[src/rtl/uart_tx_arbiter_if.sv]
// rtl/uart_tx_arbiter_if.sv - requester/transmitter signal bundle for uart_tx_arbiter
interface uart_tx_arbiter_if #(
  parameter int N       = 4,
  parameter int OWNER_W = 2
);
  logic [N-1:0]       req;
  logic [8*N-1:0]     req_data;
  logic [N-1:0]       req_last;
  logic [N-1:0]       ack;
  logic               tx_wr_en;
  logic [7:0]         tx_data;
  logic               tx_busy;
  logic [OWNER_W-1:0] owner;
  logic               active;
  logic               err_timeout;

  modport slave (
    input  req, req_data, req_last, tx_busy,
    output ack, tx_wr_en, tx_data, owner, active, err_timeout
  );

  modport master (
    output req, req_data, req_last, tx_busy,
    input  ack, tx_wr_en, tx_data, owner, active, err_timeout
  );
endinterface

[src/rtl/uart_tx_arbiter.sv]
// rtl/uart_tx_arbiter.sv - round-robin arbiter sharing one UART transmitter among N byte requesters
// Tracks tx_busy through each frame; optional packet lock holds the grant until a last byte.
module uart_tx_arbiter #(
  parameter int N             = 4,
  parameter int OWNER_W       = 2,
  parameter int START_TIMEOUT = 64
) (
  input  logic             clk,
  input  logic             rst,
  uart_tx_arbiter_if.slave bus
);
  localparam int IDX_W   = (N > 1) ? $clog2(N) : 1;
  localparam int TIMER_W = (START_TIMEOUT > 1) ? $clog2(START_TIMEOUT) : 1;
  localparam logic [TIMER_W-1:0] TIMER_LAST = TIMER_W'(START_TIMEOUT - 1);

  typedef enum logic [1:0] {IDLE, LOAD, WAIT_START, WAIT_END} state_e;

  state_e             state_q, state_d;
  logic [N-1:0]       ack_q, ack_d;
  logic               tx_wr_en_q, tx_wr_en_d;
  logic [7:0]         tx_data_q, tx_data_d;
  logic [OWNER_W-1:0] owner_q, owner_d;
  logic [OWNER_W-1:0] ptr_q, ptr_d;
  logic               active_q, active_d;
  logic               lock_q, lock_d;
  logic               last_q, last_d;
  logic [TIMER_W-1:0] timer_q, timer_d;

  logic               rr_found;
  logic [OWNER_W-1:0] rr_winner;
  logic               lock_hit;
  logic               grant;
  logic [OWNER_W-1:0] winner;
  logic [IDX_W-1:0]   winner_idx;
  logic [7:0]         sel_data;
  logic               sel_last;
  logic [N-1:0]       sel_onehot;
  logic [OWNER_W-1:0] ptr_next;

  // Scan ptr, ptr+1, ... modulo N; the first asserted request wins.
  always_comb begin : rr_scan
    logic [IDX_W-1:0] idx;
    rr_found  = 1'b0;
    rr_winner = '0;
    idx       = '0;
    for (int i = 0; i < N; i++) begin
      idx = IDX_W'((int'(ptr_q) + i) % N);
      if (!rr_found && bus.req[idx]) begin
        rr_found  = 1'b1;
        rr_winner = OWNER_W'(idx);
      end
    end
  end

  // A held lock only wins while its owner keeps requesting; otherwise it dissolves into round-robin.
  assign lock_hit   = lock_q && bus.req[IDX_W'(owner_q)];
  assign grant      = !bus.tx_busy && rr_found;
  assign winner     = lock_hit ? owner_q : rr_winner;
  assign winner_idx = IDX_W'(winner);
  assign ptr_next   = (int'(winner) + 1 == N) ? '0 : winner + 1'b1;

  always_comb begin : winner_mux
    sel_data   = '0;
    sel_last   = 1'b0;
    sel_onehot = '0;
    for (int i = 0; i < N; i++) begin
      if (IDX_W'(i) == winner_idx) begin
        sel_data      = bus.req_data[i*8 +: 8];
        sel_last      = bus.req_last[i];
        sel_onehot[i] = 1'b1;
      end
    end
  end

  always_comb begin : next_state
    state_d    = state_q;
    ack_d      = '0;
    tx_wr_en_d = 1'b0;
    tx_data_d  = tx_data_q;
    owner_d    = owner_q;
    ptr_d      = ptr_q;
    active_d   = active_q;
    lock_d     = lock_q;
    last_d     = last_q;
    timer_d    = timer_q;
    unique case (state_q)
      IDLE: begin
        if (grant) begin
          tx_data_d  = sel_data;
          owner_d    = winner;
          last_d     = sel_last;
          ptr_d      = ptr_next;
          lock_d     = lock_hit;
          ack_d      = sel_onehot;
          tx_wr_en_d = 1'b1;
          active_d   = 1'b1;
          state_d    = LOAD;
        end
      end
      LOAD: begin
        timer_d = '0;
        state_d = WAIT_START;
      end
      WAIT_START: begin
        if (bus.tx_busy) begin
          state_d = WAIT_END;
        end else if (timer_q == TIMER_LAST) begin
          // The byte is abandoned: no retry, and any packet lock is dropped.
          lock_d   = 1'b0;
          active_d = 1'b0;
          state_d  = IDLE;
        end else begin
          timer_d = timer_q + 1'b1;
        end
      end
      WAIT_END: begin
        if (!bus.tx_busy) begin
          lock_d   = ~last_q;
          active_d = 1'b0;
          state_d  = IDLE;
        end
      end
      default: state_d = IDLE;
    endcase
  end

  always_ff @(posedge clk or negedge rst) begin
    if (!rst) begin
      state_q    <= IDLE;
      ack_q      <= '0;
      tx_wr_en_q <= 1'b0;
      tx_data_q  <= '0;
      owner_q    <= '0;
      ptr_q      <= '0;
      active_q   <= 1'b0;
      lock_q     <= 1'b0;
      last_q     <= 1'b0;
      timer_q    <= '0;
    end else begin
      state_q    <= state_d;
      ack_q      <= ack_d;
      tx_wr_en_q <= tx_wr_en_d;
      tx_data_q  <= tx_data_d;
      owner_q    <= owner_d;
      ptr_q      <= ptr_d;
      active_q   <= active_d;
      lock_q     <= lock_d;
      last_q     <= last_d;
      timer_q    <= timer_d;
    end
  end

  assign bus.ack         = ack_q;
  assign bus.tx_wr_en    = tx_wr_en_q;
  assign bus.tx_data     = tx_data_q;
  assign bus.owner       = owner_q;
  assign bus.active      = active_q;
  // Flagged in the final allowed cycle itself, so the pulse lands START_TIMEOUT cycles after the strobe.
  assign bus.err_timeout = (state_q == WAIT_START) && !bus.tx_busy && (timer_q == TIMER_LAST);
endmodule
[src/flat_wrapper.sv]
// flat-port wrapper written by rule: the top's interface ports become plain ports
module uart_tx_arbiter_flat 
#(
  parameter int N             = 4,
  parameter int OWNER_W       = 2,
  parameter int START_TIMEOUT = 64
)
  (clk, rst, bus_req, bus_req_data, bus_req_last, bus_tx_busy, bus_ack, bus_tx_wr_en, bus_tx_data, bus_owner, bus_active, bus_err_timeout);
  uart_tx_arbiter_if #(.N(N), .OWNER_W(OWNER_W)) bus_i ();
  input  logic clk;
  input  logic rst;
  input wire logic [$bits(bus_i.req)-1:0] bus_req;
  input wire logic [$bits(bus_i.req_data)-1:0] bus_req_data;
  input wire logic [$bits(bus_i.req_last)-1:0] bus_req_last;
  input wire logic [$bits(bus_i.tx_busy)-1:0] bus_tx_busy;
  output wire logic [$bits(bus_i.ack)-1:0] bus_ack;
  output wire logic [$bits(bus_i.tx_wr_en)-1:0] bus_tx_wr_en;
  output wire logic [$bits(bus_i.tx_data)-1:0] bus_tx_data;
  output wire logic [$bits(bus_i.owner)-1:0] bus_owner;
  output wire logic [$bits(bus_i.active)-1:0] bus_active;
  output wire logic [$bits(bus_i.err_timeout)-1:0] bus_err_timeout;
  assign bus_i.req = bus_req;
  assign bus_i.req_data = bus_req_data;
  assign bus_i.req_last = bus_req_last;
  assign bus_i.tx_busy = bus_tx_busy;
  assign bus_ack = bus_i.ack;
  assign bus_tx_wr_en = bus_i.tx_wr_en;
  assign bus_tx_data = bus_i.tx_data;
  assign bus_owner = bus_i.owner;
  assign bus_active = bus_i.active;
  assign bus_err_timeout = bus_i.err_timeout;
  uart_tx_arbiter #(.N(N), .OWNER_W(OWNER_W), .START_TIMEOUT(START_TIMEOUT)) u_core (.clk(clk), .rst(rst), .bus(bus_i));
endmodule
[config.mk]
export PLATFORM = sky130hd
export DESIGN_NAME = uart_tx_arbiter_flat
export DESIGN_NICKNAME = d
export VERILOG_FILES = /design/src/rtl/uart_tx_arbiter_if.sv /design/src/rtl/uart_tx_arbiter.sv /design/src/flat_wrapper.sv
export SDC_FILE = /design/constraint.sdc
export NUM_CORES = 1
export LEC_CHECK = 0
export BUFFER_PORTS_ARGS = -buffer_cell sky130_fd_sc_hd__buf_2
export CORE_MARGIN = 2
export CORE_UTILIZATION = 30
export CTS_CLUSTER_DIAMETER = 200
export DETAILED_ROUTE_END_ITERATION = 12
export GPL_ROUTABILITY_DRIVEN = 0
export GPL_TIMING_DRIVEN = 0
export SLEW_MARGIN = 10
export SYNTH_ARGS = -nofsm -noshare
export SYNTH_HDL_FRONTEND = slang
export SYNTH_SLANG_ARGS = --single-unit
[constraint.sdc]
create_clock -name clk -period 6.76 [get_ports clk]
set_input_delay 1.352 -clock clk [delete_from_list [all_inputs] [get_ports clk]]
set_output_delay 1.352 -clock clk [all_outputs]
set_load 0.02 [all_outputs]
; Word-level counts from Yosys, hierarchy flattened
; Index checks and enable logic that the tools add are counted.
[op_classes]
addsub = 6
n_mul = 0
div_mod_pow = 0
order_cmp = 5
n_eq_ne = 14
shifts = 0
muxes = 52
bitwise = 1
reduce_logical = 19
[op_table]
columns = op, count
row1 = "equality test 32 x 4 -> 1 bit, second input constant", 1
row2 = two-way mux 8 bit, 4
row3 = two-way mux 1 bit, 25
row4 = two-way mux 2 bit, 10
row5 = "less-than comparator 2 x 3 -> 1 bit, second input constant", 5
row6 = two-way mux 6 bit, 2
row7 = one-hot mux 6 bit (2 select lines), 1
row8 = binary-select mux 1 bit (select 2 bit), 5
row9 = two-way mux 4 bit, 2
row10 = "inequality test 2 bit, second input constant", 4
row11 = one-hot mux 2 bit (4 select lines), 1
row12 = logical AND 1 bit, 7
row13 = "adder 6 x 1 -> 6 bit, second input constant", 1
row14 = "equality test 6 bit, second input constant", 1
row15 = one-hot mux 1 bit (3 select lines), 2
row16 = AND reduction 3 bit, 2
row17 = AND reduction 5 bit, 1
row18 = "adder 2 x 1 -> 2 bit, second input constant", 2
row19 = "adder 2 bit, second input constant", 2
row20 = "equality test 2 bit, first input constant", 2
row21 = "equality test 2 bit, second input constant", 2
row22 = zero test 1 bit, 4
row23 = zero test 2 bit, 2
row24 = "adder 2 x 1 -> 3 bit, second input constant", 1
row25 = 8 further kinds, 8
[word_totals]
ff_bits = 28
latchBits = 0
ram_bits = 0
romBits = 0
input_bits = 43
output_inout_bits = 17
elab_cells = 107
n_memories = 0

; Longest topological paths before layout
[depth]
ltp_word = 18
depth_mapped = 11
ltp_nobuf = 9

; Worst setup path after synthesis
; No wires, ideal clock.
[synth_path]
path_kind = in2reg
startpoint = input bus_req[3]
endpoint = register u_core.tx_data_q[6], in the netlist u_core.bus.tx_data[6]
setup_time_ps = 126
t_arrival_ps = 3482
setup_slack_ps = 3152
stages = 11
cell_sequence = mux4_2 > and2_4 > buf_6 > nor4_4 > a21o_1 > ha_1 > clkbuf_1 > clkbuf_1 > o21ai_0 > a22oi_1 > a21oi_1
[synth_between]
elab_chain_len = 18
[synth_rtl]
columns = element, line_no
row1 = start: declaration, flat_wrapper.sv:12  ; input wire logic [$bits(bus_i.req)-1:0] bus_req;
row2 = binary-select mux 1 bit (select 2 bit), uart_tx_arbiter.sv:48  ; if (!rr_found && bus.req[idx]) begin
row3 = two-way mux 1 bit (not written as such), uart_tx_arbiter.sv:48
row4 = two-way mux 1 bit, uart_tx_arbiter.sv:48
row5 = zero test 1 bit, uart_tx_arbiter.sv:48
row6 = logical AND 1 bit, uart_tx_arbiter.sv:48
row7 = two-way mux 1 bit, uart_tx_arbiter.sv:48
row8 = zero test 1 bit, uart_tx_arbiter.sv:48
row9 = logical AND 1 bit, uart_tx_arbiter.sv:48
row10 = two-way mux 1 bit, uart_tx_arbiter.sv:48
row11 = zero test 1 bit, uart_tx_arbiter.sv:48
row12 = logical AND 1 bit, uart_tx_arbiter.sv:48
row13 = two-way mux 2 bit, uart_tx_arbiter.sv:48
row14 = two-way mux 2 bit *, uart_tx_arbiter.sv:58  ; assign winner = lock_hit ? owner_q : rr_winner;
row15 = named net u_core.winner[0], uart_tx_arbiter.sv:33  ; logic [OWNER_W-1:0] winner;
row16 = zero test 2 bit, uart_tx_arbiter.sv:67  ; if (IDX_W'(i) == winner_idx) begin
row17 = two-way mux 8 bit (3 in a row), uart_tx_arbiter.sv:67
row18 = two-way mux 8 bit *, uart_tx_arbiter.sv:67
row19 = end signal: assignment, uart_tx_arbiter.sv:143  ; tx_data_q <= tx_data_d;
row20 = end: declaration, uart_tx_arbiter.sv:21  ; logic [7:0] tx_data_q, tx_data_d;
; The timed path passes the listed nets; every way through them passes the cells marked *. The select of a mux whose other input is x is not followed.
; A chain may end at the register's enable or synchronous reset.

; Final worst setup path
[layout_path]
startpoint = input bus_req[3]
endpoint = register u_core.tx_data_q[2], in the netlist u_core.bus.tx_data[2]
; The elaborated chain is that of the path after synthesis.

==> reports/qor_table.md <==
| Item | This run |
|---|---|
| Number of synthesis warnings | 0 |
| Syn avg cell area | 8.39 um2 |
| Global-route total usage across every layer | 15.2% |
| Min Tclk post-route | 3.88 ns |
| CTS tree | yes |
| Slowest cell delay on critical path | 0.50 ns |
| Slew at the pin closest to its max-slew limit | 0.640 ns |
| Fraction of layout instances using a drive strength above 1 | 27.7% |
| Most common library cell in the layout ignoring fill and taps | buf_2 |
| Synth Instances | 204 |
| Number of gates resized after cts | 0 |
| Pin count of the biggest net entering global routing | 29 |
| Number of detailed-routing iterations run before antenna repair | 4 |
| Nature of the critical path endpoint | flop |
| Number of rows in the core area | 27 |
| Root buffer selected by CTS | clkbuf_8 |
| Post-detailed-placement half-perimeter wirelength | 3410 um |
| Total number of vias | 1674 |
| I/O pins | 60 |
| Endpoint of the worst hold path | u_core.bus.tx_data[5]$_DFFE_PN0P_ |
| Setup Total Neg Slack | 0 ns |
| Simple-gate area share of the yosys netlist | 18.6% |
| Number of nets still failing antenna checks after routing | 0 |
| Number of DRC violations after detailed-routing iteration 0 | 98 |
| Setup repair after global routing missed its margin | false |
| Clock latency of the later-clocked register in the worst-skew pair | 0.27 ns |
| Number of H-tree branching levels | 1 |
| Number of library cell types mapped by synthesis | 36 |
| Area Overhead vs Synth | 26.7% |
| Std-Cell Core Area | 5510 um2 |
| Via/cell ratio | 4.94 |
| Area share of xor/xnor cells in the synthesized design | 0% |
| Highest clock frequency the design can meet | 258 MHz |
| Outcome | completed |
| Vias in the first global route | 1685 |
| Sequential element share of the synthesized area | 40.9% |
| Leading cell types in the layout, fill and taps excluded | buf_2, a21oi_1, dfrtp_1 |
| Worst Path Required | 6.92 ns |
| Number of instances on the worst hold path | 2 |
| Synthesized Nets | 252 |
| Y dimension of the die | 79.5 um |
| Cts hold-fix bufs | 0 |
| Aggregate routed wire length | 4500 um |
| Die outline width | 79.5 um |
| Top cell by count, worst path | clkbuf_1 |
| Max-slew headroom at the worst pin | 57.3% |
| Initial antenna violation count | 0 |
| Depth of the worst register-to-register path | 11 |
| Total overflow reported by the global router | 0 |
| Count of fill cells added during filler insertion | 578 |
| Clock transition at the registers of the reported paths | 0.10 ns |
| Share of the clock period used by the worst path after layout | 57.4% |
| Number of nets in the layout | 316 |
| Routed wire per std cell | 13.3 um |
| Compound-cell area share of the yosys netlist | 26.6% |
| Number of hold violations in the final report | 0 |
| Max_cap viols | 0 |
| CP Max Fanout | 10 |
| Worst min-delay path startpoint | u_core.bus.tx_data[5]$_DFFE_PN0P_ |
| Standard cell with the maximum stage delay on the critical path | mux4_2 |
| Fraction of the mapped netlist area in adder cells | 3.65% |
| Global-route wire length before repair | 7720 um |
| Initial core utilization | 31.1% |
| Longest Clk Path Bufs | 2 |
| R2r endpoint | u_core.bus.tx_data[2]$_DFFE_PN0P_ |
| Post-CTS setup-driven buffer insertion count | 0 |
| Multiplexer area fraction after synthesis | 3.22% |
| Number of design rule violations left after detail routing | 0 |
| Die outline area | 6330 um2 |
| Area of the mapped netlist | 1710 um2 |
| Critical path, cell by cell | buf_2 -> mux4_2 -> and2_4 -> buf_6 -> nor4_4 -> a21o_1 -> ha_1 -> clkbuf_1 -> clkbuf_1 -> o21ai_0 -> a22oi_1 -> a21oi_1 |
| Source of the worst register-to-register timing path | u_core.bus.owner[0]$_DFFE_PN0P_ |
| Dominant combinational cell family by area after synthesis | compound AO/OA/AOI/OAI gates |
| Leakage power summed over all cells | 0.00104 uW |
| Final setup violation count | 0 |
| Maximum resistive drop on vdd | 0.171 mV |
| Clock Sinks | 28 |
| Flop2flop setup slack | 3.59 ns |
| Crit path DAT | 4.05 ns |
| Largest clock skew in the final design | 0.00140 ns |
| Final core occ | 39.4% |
| Total of buffers placed on input and output ports | 59 |
| Areal power density over the cells | 441 nW/um2 |
| Antenna cells | 0 |
| Count of final max-slew check failures | 0 |
| Type of element launching the critical path | input port |
| HP Class | reg2reg |
| Type of the worst setup path | in2reg |
| Clock buffer count from CTS | 3 |
| Register bit count reported by yosys | 28 |
==> state kept, by name (all words and copies together) (netlist names) <==
signal	flops
u_core.bus.ack	4
u_core.bus.active	1
u_core.bus.owner	2
u_core.bus.tx_data	8
u_core.bus.tx_wr_en	1
u_core.last_q	1
u_core.lock_q	1
u_core.ptr_q	2
u_core.state_q	2
u_core.timer_q	6
==> power breakdown <==
group	total (uW)	switching, uW	leakage (uW)	internal, uW
combinational	548	334	0.000657	214
sequential	275	46.8	0.000345	228
clock	134	54.5	0.0000357	79.3
total	956	435	0.00104	521
==> logic make-up after synthesis <==
kind of cell,count (synthesis)
AOI/OAI and AO/OA,76
muxes,4
buffers and inverters,29
and+or+nand+nor,62
adders and majority gates,5
DFF,28
==> cell type report <==
class / instances / area [um2] / share of cell area, %
sequential: 28 / 701 / 32.3
multi-input combinational: 147 / 892 / 41.1
inverter: 14 / 52.6 / 2.42
tap: 72 / 90.1 / 4.15
timing repair buffer: 59 / 295 / 13.6
buffer: 15 / 66.3 / 3.06
clock buffer: 3 / 41.3 / 1.90
clock inverter: 1 / 30.0 / 1.38
==> per-stage QoR <==
step | total power, uW | setup slack (ns) | instance area, um2 | hold slack [ns] | std cells
floorplan | 671 | 3.15 | 1710 | 0.496 | 204
global placement | 820 | 2.57 | 2100 | 0.505 | 335
detailed placement | 824 | 2.59 | 2100 | 0.510 | 335
CTS | 961 | 2.89 | 2170 | 0.532 | 339
global route | 1050 | 2.67 | 2170 | 0.573 | 339
finish | 956 | 2.88 | 2170 | 0.524 | 339
==> Yosys cell counts <==
library cell  instances  area share [%]
and2_1                6             2.2
buf_6                 1            0.66
clkbuf_1             11             2.4
a211oi_1              2            0.88
a21o_2                1            0.51
a32o_1                1            0.58
nand2b_1              2            0.73
nor4bb_1              1            0.58
nand2_1              16             3.5
dfrtp_1              28              41
o21ba_2               1            0.58
buf_2                 2            0.58
nor4_4                1             1.2
a31o_1                1            0.51
nor3b_1               3             1.3
or4_1                 1            0.44
a22oi_1               9             3.9
a311oi_1              2             1.0
and3_1                2            0.73
ha_1                  5             3.7
a21o_1                2            0.88
mux2_2                2             1.3
nand3_1               2            0.58
mux4_2                1             1.3
and2_4                1            0.51
nor2_1               18             3.9
nor3_1                6             1.8
o21ai_0              11             3.2
nor4_1                2            0.73
inv_1                14             3.1
a21oi_1              40              12
o22ai_1               2            0.73
mux2i_1               1            0.58
or2_2                 1            0.37
o311ai_0              4             2.0
buf_1                 1            0.22
==> worst max-delay path by stage <==
| stage | startpoint | to | slack, ns |
|---|---|---|---|
| final | bus_req[3] | u_core.bus.tx_data[2]$_DFFE_PN0P_ | 2.88 |
| after global routing | bus_req[3] | u_core.bus.tx_data[4]$_DFFE_PN0P_ | 2.67 |
| after CTS | bus_req[3] | u_core.bus.tx_data[2]$_DFFE_PN0P_ | 2.89 |
| after detailed placement | bus_req[3] | u_core.bus.tx_data[2]$_DFFE_PN0P_ | 2.59 |
| after global placement | bus_req[3] | u_core.bus.tx_data[2]$_DFFE_PN0P_ | 2.57 |
| after floorplan | bus_req[3] | u_core.bus.tx_data[6]$_DFFE_PN0P_ | 3.15 |
==> worst max-delay path, delay by kind of cell <==
kind            cells  cell delay [ns]
compound gates      4             0.62
simple gates        2             0.48
mux                 1             0.50
fa+ha+maj           1             0.14
buf+inv             4             0.95
==> per-layer routing <==
layer,vias to the layer above,GRT usage [%],wire length [um]
li1,850,-,-
met5,-,0,0
met2,53,25.3,2100
met1,767,19.8,2090
met4,0,4.48,45
met3,4,3.39,262
(Power assumes the default switching activity.)
